**src/rtl/mem_stage_pkg.sv**
```systemverilog
// Shared types and constants for the memory-access pipeline stage.
package mem_stage_pkg;

   localparam int EX_TO_MEM_WD = 81;
   localparam int MEM_TO_WB_WD = 70;
   localparam int MEM_TO_RF_WD = 38;
   localparam int STALL_BUS    = 6;

   localparam logic STOP    = 1'b1;
   localparam logic NO_STOP = 1'b0;

   // Stall vector bit positions
   localparam int STALL_MEM = 3;
   localparam int STALL_WB  = 4;

   // One-hot mem_op bit positions, {lb, lbu, lh, lhu, lw}
   localparam int MEM_OP_LW  = 0;
   localparam int MEM_OP_LHU = 1;
   localparam int MEM_OP_LH  = 2;
   localparam int MEM_OP_LBU = 3;
   localparam int MEM_OP_LB  = 4;

   typedef enum logic [1:0] {
      ST_IDLE = 2'd0,
      ST_WAIT = 2'd1,
      ST_HELD = 2'd2
   } rsp_state_e;

   // Execute-to-memory bus; first field is the MSB
   typedef struct packed {
      logic [4:0]  mem_op;
      logic [31:0] pc;
      logic        data_ram_en;
      logic [3:0]  data_ram_wen;
      logic        sel_rf_res;
      logic        rf_we;
      logic [4:0]  rf_waddr;
      logic [31:0] ex_result;
   } ex_to_mem_t;

endpackage

```
**src/rtl/mem_stage_load_align.sv**
```systemverilog
// Load data alignment: picks the addressed byte/halfword and extends it.
module load_align
   import mem_stage_pkg::*;
(
   input  logic [31:0] word_i,
   input  logic [4:0]  mem_op_i,
   input  logic [1:0]  off_i,
   output logic [31:0] result_o
);

   logic [7:0]  byte_sel;
   logic [15:0] half_sel;

   // Select the addressed lane, then extend according to the load type
   always_comb begin
      byte_sel = word_i[7:0];
      case (off_i)
         2'd0: byte_sel = word_i[7:0];
         2'd1: byte_sel = word_i[15:8];
         2'd2: byte_sel = word_i[23:16];
         2'd3: byte_sel = word_i[31:24];
         default: byte_sel = word_i[7:0];
      endcase
      half_sel = off_i[1] ? word_i[31:16] : word_i[15:0];

      result_o = 32'h0;
      if (mem_op_i[MEM_OP_LB])
         result_o = {{24{byte_sel[7]}}, byte_sel};
      else if (mem_op_i[MEM_OP_LBU])
         result_o = {24'h0, byte_sel};
      else if (mem_op_i[MEM_OP_LH])
         result_o = {{16{half_sel[15]}}, half_sel};
      else if (mem_op_i[MEM_OP_LHU])
         result_o = {16'h0, half_sel};
      else if (mem_op_i[MEM_OP_LW])
         result_o = word_i;
   end

endmodule

```
**src/rtl/mem_stage.sv**
```systemverilog
// Memory-access stage: stage register, load-response FSM with a one-word
// buffer for responses that arrive while frozen, and result forwarding.
//
// state | meaning
// IDLE  | no response outstanding (or load completing this cycle)
// WAIT  | load in stage, SRAM response not yet seen
// HELD  | response captured in rbuf while the stage was frozen
module mem_stage
   import mem_stage_pkg::*;
(
   input  logic                    clk,
   input  logic                    rst,
   input  logic [STALL_BUS-1:0]    stall,
   input  logic [EX_TO_MEM_WD-1:0] ex_to_mem_bus,
   input  logic [31:0]             data_sram_rdata,
   input  logic                    data_sram_rvalid,
   output logic                    stallreq,
   output logic [MEM_TO_WB_WD-1:0] mem_to_wb_bus,
   output logic [MEM_TO_RF_WD-1:0] mem_to_rf_bus
);

   ex_to_mem_t ex_q, ex_d;
   rsp_state_e state_q, state_d;
   logic [31:0] rbuf_q, rbuf_d;

   logic        is_load;
   logic [31:0] load_word;
   logic [31:0] load_data;
   logic [31:0] rf_wdata;
   logic        unused_stall;

   assign is_load      = (ex_q.mem_op != 5'd0) && ex_q.data_ram_en;
   assign unused_stall = ^{stall[5], stall[2:0], ex_q.data_ram_wen};

   // State register: stage register, response FSM and response buffer
   always_ff @(posedge clk or posedge rst) begin
      if (rst) begin
         ex_q    <= '0;
         state_q <= ST_IDLE;
         rbuf_q  <= 32'h0;
      end else begin
         ex_q    <= ex_d;
         state_q <= state_d;
         rbuf_q  <= rbuf_d;
      end
   end

   // Next-state logic for the stage register and the response FSM
   always_comb begin
      ex_d    = ex_q;
      state_d = state_q;
      rbuf_d  = rbuf_q;

      if (stall[STALL_MEM] == STOP && stall[STALL_WB] == NO_STOP)
         ex_d = '0;
      else if (stall[STALL_MEM] == NO_STOP)
         ex_d = ex_to_mem_bus;

      case (state_q)
         ST_IDLE: begin
            if (is_load) begin
               if (!data_sram_rvalid) begin
                  state_d = ST_WAIT;
               end else if (stall[STALL_MEM] == STOP) begin
                  state_d = ST_HELD;
                  rbuf_d  = data_sram_rdata;
               end
            end
         end
         ST_WAIT: begin
            // A bubble overwrote the load: nothing left to wait for
            if (!is_load) begin
               state_d = ST_IDLE;
            end else if (data_sram_rvalid) begin
               if (stall[STALL_MEM] == STOP) begin
                  state_d = ST_HELD;
                  rbuf_d  = data_sram_rdata;
               end else begin
                  state_d = ST_IDLE;
               end
            end
         end
         ST_HELD: begin
            if (stall[STALL_MEM] == NO_STOP)
               state_d = ST_IDLE;
         end
         default: state_d = ST_IDLE;
      endcase
   end

   load_align u_load_align (
      .word_i   (load_word),
      .mem_op_i (ex_q.mem_op),
      .off_i    (ex_q.ex_result[1:0]),
      .result_o (load_data)
   );

   // Output logic: data source select, stall request and result buses
   always_comb begin
      load_word     = (state_q == ST_HELD) ? rbuf_q : data_sram_rdata;
      stallreq      = is_load && (state_q != ST_HELD) && !data_sram_rvalid;
      rf_wdata      = ex_q.sel_rf_res ? load_data : ex_q.ex_result;
      mem_to_rf_bus = {ex_q.rf_we, ex_q.rf_waddr, rf_wdata};
      mem_to_wb_bus = {ex_q.pc, ex_q.rf_we, ex_q.rf_waddr, rf_wdata};
   end

endmodule

```
**config.mk**
```make
export PLATFORM = sky130hd
export DESIGN_NAME = mem_stage
export DESIGN_NICKNAME = d
export VERILOG_FILES = /design/src/rtl/mem_stage_pkg.sv /design/src/rtl/mem_stage_load_align.sv /design/src/rtl/mem_stage.sv
export SDC_FILE = /design/constraint.sdc
export NUM_CORES = 1
export LEC_CHECK = 0
export ABC_CLOCK_PERIOD_IN_PS = 4200
export BUFFER_PORTS_ARGS = -buffer_cell sky130_fd_sc_hd__clkbuf_2
export CAP_MARGIN = 10
export CELL_PAD_IN_SITES_DETAIL_PLACEMENT = 2
export CELL_PAD_IN_SITES_GLOBAL_PLACEMENT = 2
export CORE_AREA = 2 2 150 152
export DETAILED_ROUTE_END_ITERATION = 8
export DIE_AREA = 0 0 152 154
export PLACE_DENSITY = 0.75
export SLEW_MARGIN = 25
export SYNTH_ARGS = -nofsm -noshare
export SYNTH_HDL_FRONTEND = slang
export SYNTH_SLANG_ARGS = --single-unit
```
**constraint.sdc**
```tcl
create_clock -name clk -period 4.2 [get_ports clk]
set_clock_uncertainty 0.1 [all_clocks]
set_input_delay 0.21 -clock clk [delete_from_list [all_inputs] [get_ports clk]]
set_output_delay 0.21 -clock clk [all_outputs]
set_load 0.01 [all_outputs]
```
=== Word level (Yosys, flattened, before mapping) ===
Cells that the tools add are included.

* RAM bits: 0
* Output and inout port bits: 109
* Memories kept: 0
* Bits of input ports: 122
* Memory bits (read-only): 0
* Logic and storage cells: 51
* Bits in registers: 111
* Latch bits: 0

* Add/sub/neg operators: 0
* Reduce and logical (&&, ||, !) cells: 11
* Order comparisons: 0
* Div/mod/pow operators: 0
* Equality and inequality tests: 11
* Multiply operators: 0
* Muxes and demuxes: 19
* Bitwise logic cells: 1
* Shift-type cells: 0

{| class="wikitable"
|+ Operators with widths
! kind !! number
|-
| $mux W32 || 7
|-
| $mux W81 || 2
|-
| $pmux W8 S4 || 1
|-
| $mux W16 || 1
|-
| $mux W2 || 7
|-
| $reduce_and A4 Y1 || 2
|-
| $eq A2 B2 Y1 const B || 3
|-
| $ne A2 B2 Y1 const B || 3
|-
| $ne A3 B3 Y1 const B || 2
|-
| $pmux W2 S3 || 1
|-
| $reduce_bool A5 Y1 || 1
|-
| $eq A2 B1 Y1 const B || 2
|-
| $logic_and A1 B1 Y1 || 4
|-
| $logic_not A2 Y1 || 2
|-
| $ne A2 B1 Y1 const B || 1
|-
| $reduce_or A2 Y1 || 1
|-
| $logic_not A1 Y1 || 1
|-
| $not A1 Y1 || 1
|}

=== Depth between registers and ports, before layout ===
Gate-level depths: netlist of the first run.

* Depth in word-level cells: 8
* Gate-level depth with buffers: 8
* Depth with buffers taken out: 4

=== Hierarchy ===
A second synthesis of the first run with hierarchy kept.

* Cells, all modules: 614
* Area total of the unflattened synthesis: 6,583.8 um^2

{| class="wikitable"
|+ Modules (own cells, without submodules)
! module !! area each (um^2) !! cells each !! seq. area each (um^2) !! times used
|-
| mem_stage || 5,552.8 || 492 || 2,777.7 || 1
|-
| load_align || 1,031.0 || 122 || 0.0 || 1
|}

=== Least setup slack after synthesis of the first run ===
Ideal clock, no wire load.

* Path type: register to output
* Start: register state_q[0]
* End: output mem_to_wb_bus[7]
* Data required time: 3.890 ns
* Path buffers: 3
* Cell stages (with the launch flop): 8
* Slack: 1.904 ns
* Data arrival time: 1.986 ns
* Cells stage by stage: dfrtp_1 nand2b_1 buf_6 mux4_2 buf_6 nor2_1 o41ai_1 buf_4

* Word-level cells in the longest chain between the ends: 8
* Elaborated cells on any way between the ends: 10
* Those cells by class: eq/ne (1); mux (9)

{| class="wikitable"
|+ Ends and longest elaborated chain
! what !! RTL line !! RTL
|-
| start: declaration || mem_stage.sv:23 || <nowiki>rsp_state_e state_q, state_d;</nowiki>
|-
| start signal: assignment || mem_stage.sv:43 || <nowiki>state_q <= state_d;</nowiki>
|-
| $eq A2 B2 Y1 * || mem_stage.sv:100 || <nowiki>load_word = (state_q == ST_HELD) ? rbuf_q : data_sram_rdata;</nowiki>
|-
| $mux W32 * || mem_stage.sv:100 ||
|-
| $mux W32 or $mux W16 (tied branches) || mem_stage_load_align.sv:35, mem_stage_load_align.sv:24 ||
|-
| $mux W32 || mem_stage_load_align.sv:33 || <nowiki>else if (mem_op_i[MEM_OP_LHU])</nowiki>
|-
| $mux W32 || mem_stage_load_align.sv:31 || <nowiki>else if (mem_op_i[MEM_OP_LH])</nowiki>
|-
| $mux W32 || mem_stage_load_align.sv:29 || <nowiki>else if (mem_op_i[MEM_OP_LBU])</nowiki>
|-
| $mux W32 * || mem_stage_load_align.sv:27 || <nowiki>if (mem_op_i[MEM_OP_LB])</nowiki>
|-
| $mux W32 * || mem_stage.sv:102 || <nowiki>rf_wdata = ex_q.sel_rf_res ? load_data : ex_q.ex_result;</nowiki>
|-
| end: declaration || mem_stage.sv:18 || <nowiki>output logic [MEM_TO_WB_WD-1:0] mem_to_wb_bus,</nowiki>
|}

Every way passes the cells marked *; elsewhere a longest branch is shown, timed or not.

=== Final worst setup path of the first run ===
* Start: register ex_q[1] in the netlist's numbering
* End: output mem_to_rf_bus[29]

* Word-level cells in the longest chain between the ends: 5
* Elaborated cells on any way between the ends: 10
* Those cells by class: eq/ne (3); mux (6); reduce/logical (1)

{| class="wikitable"
|+ Ends and longest elaborated chain
! what !! RTL line !! RTL
|-
| start: declaration || mem_stage.sv:22 || <nowiki>ex_to_mem_t ex_q, ex_d;</nowiki>
|-
| start signal: assignment || mem_stage.sv:38 || <nowiki>ex_q <= '0;</nowiki>
|-
| start signal: assignment || mem_stage.sv:42 || <nowiki>ex_q <= ex_d;</nowiki>
|-
| parallel branches: the longest is 3 deep, another holds $pmux W8 S4 || n/a ||
|-
| $mux W32 * || mem_stage_load_align.sv:27 ||
|-
| $mux W32 * || mem_stage.sv:102 ||
|-
| end: declaration || mem_stage.sv:19 || <nowiki>output logic [MEM_TO_RF_WD-1:0] mem_to_rf_bus</nowiki>
|}

Every way passes the cells marked *.

==> results of run 1 <==
[registers in the layout, indices dropped and copies added, names as in the netlist]
signal         flops
state_q            2
mem_to_rf_bus      6
mem_to_wb_bus     32
ex_q              39
rbuf_q            32
[cells in the final DEF, fill, tap and decap left out, drive strengths merged, types with 6 or more instances in the layout]
cell and count:
clkbuf 230, dfrtp 111, dlygate4sd3 86, inv 81, mux2 64, o21ai 59
nand3 57, a22o 27, o221ai 24, a22oi 23, buf 11, mux4 10
nor2 10, a221oi 6
[worst max-delay path by stage]
stage	from	endpoint	slack [ps]	depth (start not counted)
after floorplan	rst	ex_q[0]	960	1
after global placement	ex_q[1]	mem_to_wb_bus[31]	970	5
after detailed placement	ex_q[1]	mem_to_wb_bus[31]	930	5
after CTS	ex_q[1]	mem_to_wb_bus[29]	530	5
after global routing	ex_q[1]	mem_to_wb_bus[31]	370	5
final	ex_q[1]	mem_to_rf_bus[29]	540	5
[metal layers]
layer | up-vias | global-route usage, % | wire (um)
met1 | 2805 | 25.7 | 10300
li1 | 2532 | - | -
met3 | 33 | 2.93 | 829
met4 | 0 | 6.81 | 582
met5 | - | 0 | 0
met2 | 170 | 34.0 | 11800
[report_power, final]
group	internal [W]	switching [W]
logic	0.000433	0.000415
clock network	0.000478	0.000458
registers	0.00122	0.000126
total	0.00213	0.000999
[repair_timing]
action / CTS / global route
endpoints found under the setup margin: 0 / 0
resized for setup: 0 / 0
hold endpoints to repair: 136 / 0
hold buffers: 86 / 0
[worst max-delay path: cells and delay by family, from the launching register on]
kind,cells,cell delay (ps)
multiplexers,2,890
flip-flops,1,750
AND/OR/NAND/NOR,1,660
AO/OA/AOI/OAI,1,430
buffers and inverters,1,240
[logic make-up after synthesis]
group,Yosys count
AOI/OAI and AO/OA,151
buffers and inverters,203
DFF,111
muxes,74
and+or+nand+nor,84
[per-stage QoR]
step	util [%]	std cells	instance area [um2]	setup WS (ps)	total power (W)
after floorplan	-	623	6470	959	0.00191
after global placement	33.1	1010	7170	965	0.00209
after detailed placement	33.1	1010	7170	932	0.00212
after CTS	38.5	1112	8350	531	0.00314
after global routing	38.5	1113	8350	366	0.00328
final	38.5	1113	8350	545	0.00313
[area by class of cell]
class                   instances  area [um2]
repair buffers                318        2050
clock inverters                 7        88.8
well taps                     280         350
inverters                      78         295
diodes                          1        2.50
flip-flops and latches        111        2780
fillers                      2362       13300
multi-input cells             309        2570
clock buffers                   9         225
==> impl_metrics.json, run 1 <==
{
  "worst_hold_path.num_cells": 3,
  "synth_simple_gate_area_share_pct": 6.75,
  "top_area_cells_in_the_synthesized_netlist": "sky130_fd_sc_hd__dfrtp_1 43%, sky130_fd_sc_hd__buf_4 8.8%, sky130_fd_sc_hd__mux2_4 6.7%",
  "max_slew.worst_pin.slew_ps": 966,
  "seq_area_frac_synth_pct": 42.9,
  "dp.final_hpwl_um": 15500,
  "yosysMostFrequentCell": "sky130_fd_sc_hd__dfrtp_1",
  "r2r_slack_ps": 1420,
  "crit_path_top_delay_cell": "sky130_fd_sc_hd__dfrtp_1",
  "gp_congestion": 0.775,
  "final_max_slew_viol_count": 0,
  "place.port_buffers": 222,
  "synth_top_family_by_area": "buffers and inverters",
  "worst_setup_hold_path_clk_slew_ps": 80,
  "count_of_boundary_i_o_pins": 231,
  "holdCritPathClass": "in2reg",
  "post_synth_instance_area_mm2": 0.00647,
  "clock-root-buffer": "sky130_fd_sc_hd__clkbuf_16",
  "compound_cell_area_share_of_the_yosys_netlist_pct": 16.5,
  "hold_path.startpoint": "ex_to_mem_bus[8]",
  "worstPathMaxFanout": 24,
  "initial_core_util_pct": 29.8,
  "synth_top_cell_by_area": "sky130_fd_sc_hd__dfrtp_1",
  "dieHeight_um": 154,
  "htree_num_levels": 3,
  "route.final.wire_length_um": 23500,
  "core-area_mm2": 0.0217,
  "maxCapViolCount": 0,
  "slew-limit-headroom_pct": 35.1,
  "detailedRoute.firstIterationViolations": 281,
  "fmax_ghz": 0.274,
  "critical_path_required_ps": 3890,
  "outcome": "completed",
  "syn-num-nets": 745,
  "worst_r2r_startpoint": "ex_q[78]",
  "clk-insertion-delay-late_ps": 370,
  "initial_antenna_violation_count": 1,
  "cellPowerDensity_mw_per_mm2": 374,
  "totalNegativeSetupSlack_ps": 0,
  "cts_tree": "yes",
  "synth.ff_latch_count": 111,
  "synth_edf_count": 0,
  "post-route-drc-count": 0,
  "post-synth-top-area-fraction_pct": 42.9,
  "clock-sinks": 111,
  "drt_first_pass_iters": 4,
  "syn-instance-count": 623,
  "track_usage_pct": 19.9,
  "die_area_mm2": 0.0234,
  "timing_worst_setup_path_type": "reg2out",
  "overflow": 0,
  "period_minus_slack_ps": 3660,
  "cts_made_buffers": 9,
  "min_period_over_period_pct": 87.0,
  "grt_pass1_wl_um": 36400,
  "finish.net_count": 949,
  "cp_slowest_stage_delay_ps": 750,
  "post_route_cells_drive_above_1_share_pct": 39.9,
  "synth_cell_types": 44,
  "critical_path.reg2reg.endpoint": "rbuf_q[7]",
  "timing.final.hold_violations": 0,
  "clock_path_buffers": 2,
  "crit_path_cell_trace": "mux4_2 -> mux2_2 -> nand3_1 -> o221ai_1 -> clkbuf_2",
  "route.detailed.wl_per_inst_um": 21.1,
  "asyncSetResetFlopFracSynth_pct": 100,
  "holdWs_ps": 5.07,
  "syn_avg_cell_area_um2": 10.4,
  "synth_warnings": 0,
  "rsz0062_at_grt": "false",
  "synth-xor-area-share_pct": 0,
  "timing.critical_path.arrival_ps": 3350,
  "synth-adder-area-share_pct": 0,
  "final_setup_violations": 0,
  "rr_worst_depth": 5,
  "postSynth.topFlopCell": "sky130_fd_sc_hd__dfrtp_1",
  "fp-row-count": 54,
  "grt_start_max_net_pins": 89,
  "die_width_um": 152,
  "critPathCaptureType": "output pin",
  "peakVddDrop_uv": 160,
  "power.static_leakage_nw": 4.16,
  "vias_per_cell": 4.98,
  "drt.antenna.violating_nets": 0,
  "worstHoldEndpoint": "ex_q[8]",
  "grt_pass1_vias": 6143,
  "post_synth_mux_area_share_pct": 16.3,
  "netlist_top_cells_count": "111 x sky130_fd_sc_hd__dfrtp_1, 77 x sky130_fd_sc_hd__inv_1, 76 x sky130_fd_sc_hd__buf_4",
  "dr_total_vias": 5540,
  "areaGrowthSynthToFinish_pct": 29.0,
  "start_kind": "flip-flop",
  "postCtsSetupBuffers": 0
}
Power figures use the tool's default switching activity.
==> run 2, diff against run 1 <==
--- a/config.mk
+++ b/config.mk
@@ -10,11 +10,12 @@
 export CAP_MARGIN = 10
 export CELL_PAD_IN_SITES_DETAIL_PLACEMENT = 2
 export CELL_PAD_IN_SITES_GLOBAL_PLACEMENT = 2
-export CORE_AREA = 2 2 150 152
+export CORE_AREA = 2 2 149 151
 export DETAILED_ROUTE_END_ITERATION = 8
-export DIE_AREA = 0 0 152 154
-export PLACE_DENSITY = 0.75
+export DIE_AREA = 0 0 151 153
+export PLACE_DENSITY = 0.77
 export SLEW_MARGIN = 25
 export SYNTH_ARGS = -nofsm -noshare
 export SYNTH_HDL_FRONTEND = slang
+export SYNTH_HIERARCHICAL = 1
 export SYNTH_SLANG_ARGS = --single-unit
==> impl_metrics.json, run 2 <==
{
  "final_cell_mix": "222 x sky130_fd_sc_hd__clkbuf_2, 111 x sky130_fd_sc_hd__mux2_2, 111 x sky130_fd_sc_hd__dfrtp_1",
  "timing.critical_path.arrival_ps": 3290,
  "cts_tree": "yes",
  "grt_start_max_net_pins": 61,
  "initial_antenna_violation_count": 2,
  "postCtsSetupBuffers": 0,
  "max_flop_register": "ex_q",
  "timing.final.hold_violations": 0,
  "post-synth-top-area-fraction_pct": 42.2,
  "r2r_slack_ps": 1530,
  "drt_first_pass_iters": 4,
  "synth_cell_types": 36,
  "cellPowerDensity_mw_per_mm2": 354,
  "fmax_ghz": 0.278,
  "start_kind": "flip-flop",
  "power.share.clock_pct": 27.8,
  "asyncSetResetFlopFracSynth_pct": 100,
  "postSynth.topFlopCell": "sky130_fd_sc_hd__dfrtp_1",
  "clk-insertion-delay-late_ps": 350,
  "rr_worst_depth": 4,
  "route.detailed.wl_per_inst_um": 19.9,
  "synth_warnings": 6,
  "synth.ff_latch_count": 111,
  "dr_total_vias": 5403,
  "count_of_boundary_i_o_pins": 231,
  "seq_power_share_pct": 43.5,
  "post-route-drc-count": 0,
  "clock_path_buffers": 2,
  "min_period_over_period_pct": 85.6,
  "power.static_leakage_nw": 4.11,
  "post_synth_instance_area_mm2": 0.00658,
  "track_usage_pct": 19.2,
  "critical_path.reg2reg.endpoint": "rbuf_q[11]",
  "syn-instance-count": 614,
  "slew-limit-headroom_pct": 31.6,
  "place_inst": 1000,
  "clock-root-buffer": "sky130_fd_sc_hd__clkbuf_16",
  "die_area_mm2": 0.0231,
  "p_comb_share_pct": 28.7,
  "overflow": 0,
  "period_minus_slack_ps": 3600,
  "die_width_um": 151,
  "netlist_top_cells_count": "111 x sky130_fd_sc_hd__dfrtp_1, 111 x sky130_fd_sc_hd__mux2_2, 77 x sky130_fd_sc_hd__buf_4",
  "fp-row-count": 54,
  "critPathCaptureType": "output pin",
  "internal_power_w": 0.00204,
  "max_slew.worst_pin.slew_ps": 1030,
  "htree_num_levels": 3,
  "preCtsSetupSlack_ps": 979,
  "postCtsResizedCells": 0,
  "final.setup.worst_slack_ps": 603,
  "synth_edf_count": 0,
  "worst_r2r_startpoint": "ex_q[78]",
  "place.port_buffers": 222,
  "synth_top_cell_by_area": "sky130_fd_sc_hd__dfrtp_1",
  "detailedRoute.firstIterationViolations": 275,
  "final_setup_violations": 0,
  "largest_register_ffs": 39,
  "layout.cells.most_common": "sky130_fd_sc_hd__clkbuf_2",
  "outcome": "completed",
  "cts_made_buffers": 9,
  "hold_path.startpoint": "data_sram_rdata[10]",
  "peakVddDrop_uv": 156,
  "grt_pass1_vias": 5818,
  "syn_avg_cell_area_um2": 10.7,
  "finish.net_count": 943,
  "final-instance-count-excl-fill": 1108,
  "worstPathMaxFanout": 20,
  "holdCritPathClass": "in2reg",
  "route.final.wire_length_um": 22000,
  "critical_path_required_ps": 3890,
  "grt_pass1_wl_um": 34000,
  "totalNegativeSetupSlack_ps": 0,
  "syn-num-nets": 736,
  "power.net_switching_w": 0.000957,
  "initial_core_util_pct": 30.6,
  "dp.final_hpwl_um": 14900,
  "worstHoldEndpoint": "rbuf_q[10]",
  "worst_setup_hold_path_clk_slew_ps": 80,
  "top_area_cells_in_the_synthesized_netlist": "sky130_fd_sc_hd__dfrtp_1 42%, sky130_fd_sc_hd__mux2_2 19%, sky130_fd_sc_hd__buf_4 8.8%",
  "vias_per_cell": 4.88,
  "timing_worst_setup_path_type": "reg2out",
  "post-route-util_pct": 39.5,
  "clock-sinks": 111,
  "maxCapViolCount": 0,
  "dieHeight_um": 153,
  "final_max_slew_viol_count": 0,
  "drt.antenna.violating_nets": 0,
  "gp_congestion": 0.749,
  "switching_share_pct": 31.9,
  "areaGrowthSynthToFinish_pct": 28.8,
  "rsz0062_at_grt": "false",
  "seq_area_frac_synth_pct": 42.2,
  "ctsHoldBuffers": 90,
  "core-area_mm2": 0.0215,
  "worst_hold_path.num_cells": 2,
  "cp-startpoint": "state_q[1]",
  "post_route_cells_drive_above_1_share_pct": 47.7
}
[run 2: power by group through the flow]
stage / registers, W / logic (W) / clock network (W)
final: 0.00130 / 0.000862 / 0.000832
after global routing: 0.00132 / 0.000937 / 0.000909
after CTS: 0.00130 / 0.000867 / 0.000869
after detailed placement: 0.00132 / 0.000793 / 0
after global placement: 0.00131 / 0.000768 / 0
after floorplan: 0.00129 / 0.000612 / 0
[run 2: worst max-delay path by stage]
stage | cells past startpoint | slack, ps | end
finish | 8 | 600 | mem_to_rf_bus[3]
global route | 8 | 440 | mem_to_wb_bus[3]
CTS | 8 | 560 | mem_to_wb_bus[3]
detailed placement | 8 | 980 | mem_to_wb_bus[3]
global placement | 8 | 1040 | mem_to_rf_bus[3]
floorplan | 1 | 960 | ex_q[0]
[run 2: layer usage]
layer / vias to the layer above / global-route usage (%) / wire length, um
met5: - / 0 / 0
li1: 2505 / - / -
met3: 27 / 2.90 / 814
met2: 146 / 32.2 / 11100
met1: 2725 / 25.2 / 9530
met4: 0 / 6.90 / 551
[run 2: cell families after synthesis]
family / synth area share, %
AO/OA/AOI/OAI: 15.1
buffers and inverters: 15.5
AND/OR/NAND/NOR: 5.30
multiplexers: 21.9
flip-flops: 42.2
[run 2: stage by stage]
step / hold slack, ps / power (W) / cell area [um2]
after floorplan: 181 / 0.00190 / 6580
after global placement: 251 / 0.00208 / 7270
after detailed placement: 257 / 0.00212 / 7300
after CTS: 1.91 / 0.00304 / 8470
after global routing: 6.77 / 0.00317 / 8480
final: 12.4 / 0.00300 / 8480
[run 2: worst max-delay path: stages, from the launching register on]
cell	delay [ps]
sky130_fd_sc_hd__dfrtp_1	390
sky130_fd_sc_hd__nand2b_1	550
sky130_fd_sc_hd__buf_4	410
sky130_fd_sc_hd__mux2_2	450
sky130_fd_sc_hd__mux4_2	490
sky130_fd_sc_hd__nand2_1	90
sky130_fd_sc_hd__o21ai_1	120
sky130_fd_sc_hd__mux2_2	310
sky130_fd_sc_hd__clkbuf_2	130
[run 2: final cells by class]
cell class,instances,area [um2]
Antenna cell,2,5.00
Clock buffer,9,225
Clock inverter,7,48.8
Fill cell,2346,13000
Inverter,47,179
Multi-Input combinational cell,330,2790
Sequential cell,111,2780
Tap cell,280,350
Timing Repair Buffer,322,2110
==> run 3, diff against run 2 <==
--- a/config.mk
+++ b/config.mk
@@ -5,14 +5,15 @@
 export SDC_FILE = /design/constraint.sdc
 export NUM_CORES = 1
 export LEC_CHECK = 0
+export ABC_AREA = 1
 export ABC_CLOCK_PERIOD_IN_PS = 4200
 export BUFFER_PORTS_ARGS = -buffer_cell sky130_fd_sc_hd__clkbuf_2
 export CAP_MARGIN = 10
 export CELL_PAD_IN_SITES_DETAIL_PLACEMENT = 2
 export CELL_PAD_IN_SITES_GLOBAL_PLACEMENT = 2
-export CORE_AREA = 2 2 149 151
+export CORE_AREA = 2 2 161 163
 export DETAILED_ROUTE_END_ITERATION = 8
-export DIE_AREA = 0 0 151 153
+export DIE_AREA = 0 0 163 165
 export PLACE_DENSITY = 0.77
 export SLEW_MARGIN = 25
 export SYNTH_ARGS = -nofsm -noshare
==> impl_metrics.json, run 3 <==
{
  "outcome": "completed",
  "cp_slowest_stage_delay_ps": 490,
  "clock-root-buffer": "sky130_fd_sc_hd__clkbuf_16",
  "layout.cell_area.non_filler_mm2": 0.00880,
  "seq_area_frac_synth_pct": 40.2,
  "asyncSetResetFlopFracSynth_pct": 100,
  "p_comb_share_pct": 27.9,
  "grt_pass1_vias": 7743,
  "synth_edf_count": 0,
  "power.static_leakage_nw": 4.66,
  "timing_worst_setup_path_type": "reg2out",
  "initial_antenna_violation_count": 0,
  "drt_first_pass_iters": 4,
  "worst_setup_hold_path_clk_slew_ps": 90,
  "die_width_um": 163,
  "crit_path_cell_trace": "inv_1 -> nand2_1 -> inv_2 -> nand2_1 -> o21ai_0 -> inv_1 -> o211ai_4 -> nand3_1 -> nand2_1 -> nand2_1 -> o21ai_0 -> clkbuf_2",
  "route.final.wire_length_um": 25500,
  "timing.critical_path.arrival_ps": 3100,
  "grt_pass1_wl_um": 41200,
  "timing.final.hold_violations": 0,
  "maxCapViolCount": 0,
  "core-area_mm2": 0.0250,
  "slew-limit-headroom_pct": 53.8,
  "seq_power_share_pct": 42.0,
  "rsz0062_at_grt": "false",
  "overflow": 0,
  "largest_register_ffs": 39,
  "dr_total_vias": 6905,
  "finish.net_count": 1273,
  "syn-instance-count": 953,
  "cp.buffers_inverters": 4,
  "drt.antenna.violating_nets": 0,
  "fmax_ghz": 0.293,
  "top_area_cells_in_the_synthesized_netlist": "sky130_fd_sc_hd__dfrtp_1 40%, sky130_fd_sc_hd__nand2_1 18%, sky130_fd_sc_hd__buf_4 8.8%",
  "synth.ff_latch_count": 111,
  "synth_cell_types": 26,
  "final_cell_mix": "323 x sky130_fd_sc_hd__nand2_1, 222 x sky130_fd_sc_hd__clkbuf_2, 110 x sky130_fd_sc_hd__dfrtp_1",
  "clock_path_buffers": 2,
  "switching_share_pct": 36.2,
  "holdCritPathClass": "in2reg",
  "post-route-util_pct": 35.1,
  "yosysMostFrequentCell": "sky130_fd_sc_hd__nand2_1",
  "final_setup_violations": 0,
  "detailedRoute.firstIterationViolations": 254,
  "peakVddDrop_uv": 225,
  "count_of_boundary_i_o_pins": 231,
  "worstPathMaxFanout": 42,
  "critical_path_required_ps": 3890,
  "syn_avg_cell_area_um2": 7.25,
  "synth_top_cell_by_area": "sky130_fd_sc_hd__dfrtp_1",
  "period_minus_slack_ps": 3410,
  "post_route_cells_drive_above_1_share_pct": 26.6,
  "postSynth.topFlopCell": "sky130_fd_sc_hd__dfrtp_1",
  "crit_path_top_delay_cell": "sky130_fd_sc_hd__inv_2",
  "track_usage_pct": 19.4,
  "place_inst": 1380,
  "totalNegativeSetupSlack_ps": 0,
  "postCtsSetupBuffers": 0,
  "placement.cell_area_mm2": 0.00757,
  "dp.final_hpwl_um": 17000,
  "start_kind": "flip-flop",
  "dieHeight_um": 165,
  "cellPowerDensity_mw_per_mm2": 353,
  "power.share.clock_pct": 30.1,
  "fp-row-count": 58,
  "gp_congestion": 0.807,
  "netlist_top_cells_count": "323 x sky130_fd_sc_hd__nand2_1, 111 x sky130_fd_sc_hd__dfrtp_1, 107 x sky130_fd_sc_hd__o21ai_0",
  "post_synth_instance_area_mm2": 0.00691,
  "route.detailed.wl_per_inst_um": 17.1,
  "internal_power_w": 0.00198,
  "post-synth-top-area-fraction_pct": 40.2,
  "clock-sinks": 111,
  "grt_start_max_net_pins": 66,
  "power.net_switching_w": 0.00113,
  "areaGrowthSynthToFinish_pct": 27.4,
  "final-instance-count-excl-fill": 1486,
  "critPathCaptureType": "output pin",
  "max_slew.worst_pin.slew_ps": 692,
  "layout.cells.most_common": "sky130_fd_sc_hd__nand2_1",
  "clk-insertion-delay-late_ps": 380,
  "cts_tree": "yes",
  "syn-num-nets": 1075,
  "postCtsResizedCells": 0,
  "place.port_buffers": 222,
  "cts_made_buffers": 9,
  "insertedDiodeCount": 0,
  "synth_warnings": 6,
  "initial_core_util_pct": 27.6,
  "final_max_slew_viol_count": 0,
  "max_flop_register": "ex_q",
  "crit_family": "buffers and inverters",
  "ctsHoldBuffers": 90,
  "post-route-drc-count": 0,
  "min_period_over_period_pct": 81.2,
  "htree_num_levels": 3,
  "die_area_mm2": 0.0269,
  "most_frequent_cell_on_the_critical_path": "sky130_fd_sc_hd__nand2_1",
  "vias_per_cell": 4.65
}
## run 3: cell types whose count changed in the layout (fill, tap and decap cells not counted), moves of 10 or more
cell	change
sky130_fd_sc_hd__nand2_1	+315
sky130_fd_sc_hd__o21ai_0	+61
sky130_fd_sc_hd__nor2_1	+30
sky130_fd_sc_hd__nand2_2	+14
sky130_fd_sc_hd__o21ai_2	+10
sky130_fd_sc_hd__nand3_1	+37
sky130_fd_sc_hd__a22oi_1	-15
sky130_fd_sc_hd__mux2_2	-111
sky130_fd_sc_hd__a22o_1	-33
sky130_fd_sc_hd__inv_1	+26
## run 3: area by class of cell
class | count | area, um2
fillers | 2971 | 16200
well taps | 330 | 413
clock inverters | 7 | 95.1
repair buffers | 323 | 2090
flip-flops and latches | 111 | 2780
inverters | 78 | 298
multi-input cells | 628 | 2890
clock buffers | 9 | 225
## run 3: path summary, 6_finish.rpt
check / start / to / slack (ps) / cells past startpoint
worst max-delay path: state_q[0] / mem_to_rf_bus[30] / 790 / 12
worst min-delay path: data_sram_rdata[1] / rbuf_q[1] / 5 / 3
worst max register to register: ex_q[76] / rbuf_q[15] / 1980 / 6
worst min register to register: rbuf_q[18] / rbuf_q[18] / 390 / 2
max in group asynchronous: rst / ex_q[3] / 2660 / 4
min in group asynchronous: rst / mem_to_rf_bus[32] / 380 / 3
## run 3: cell families after synthesis
logic type | after synthesis | share of synthesized area, %
DFF | 111 | 40.2
AOI/OAI and AO/OA | 170 | 14.2
buffers and inverters | 214 | 18.1
and+or+nand+nor | 458 | 27.5
## run 3: stage by stage
stage / worst slack, ps / hold slack [ps] / power (W)
2_1_floorplan: 959 / 227 / 0.00191
3_3_place_gp: 1290 / 264 / 0.00209
3_5_place_dp: 1200 / 265 / 0.00212
4_1_cts: 741 / 4.35 / 0.00314
5_1_grt: 419 / 16.4 / 0.00331
6_report: 791 / 4.81 / 0.00310
## run 3: worst reg2reg max path: cells and delay by family, from the launching register on
family                 cells  cell delay (ps)
AO/OA/AOI/OAI              1              180
buffers and inverters      2              810
flip-flops                 1              370
AND/OR/NAND/NOR            3              610
## run 3: layer usage
layer / track usage [%] / up-vias / part of all wire, %
met5: 0 / - / 0
met4: 4.59 / 0 / 1.5
met3: 3.39 / 22 / 3.8
met2: 37.2 / 152 / 54
met1: 22.4 / 3409 / 41
li1: - / 3322 / -
## run 3: power groups by stage
stage          clock network [W]  logic [W]  registers (W)
2_1_floorplan                  0   0.000621        0.00129
3_3_place_gp                   0   0.000774        0.00131
3_5_place_dp                   0   0.000801        0.00132
4_1_cts                 0.000969   0.000873        0.00130
5_1_grt                  0.00100   0.000980        0.00132
6_report                0.000935   0.000866        0.00130
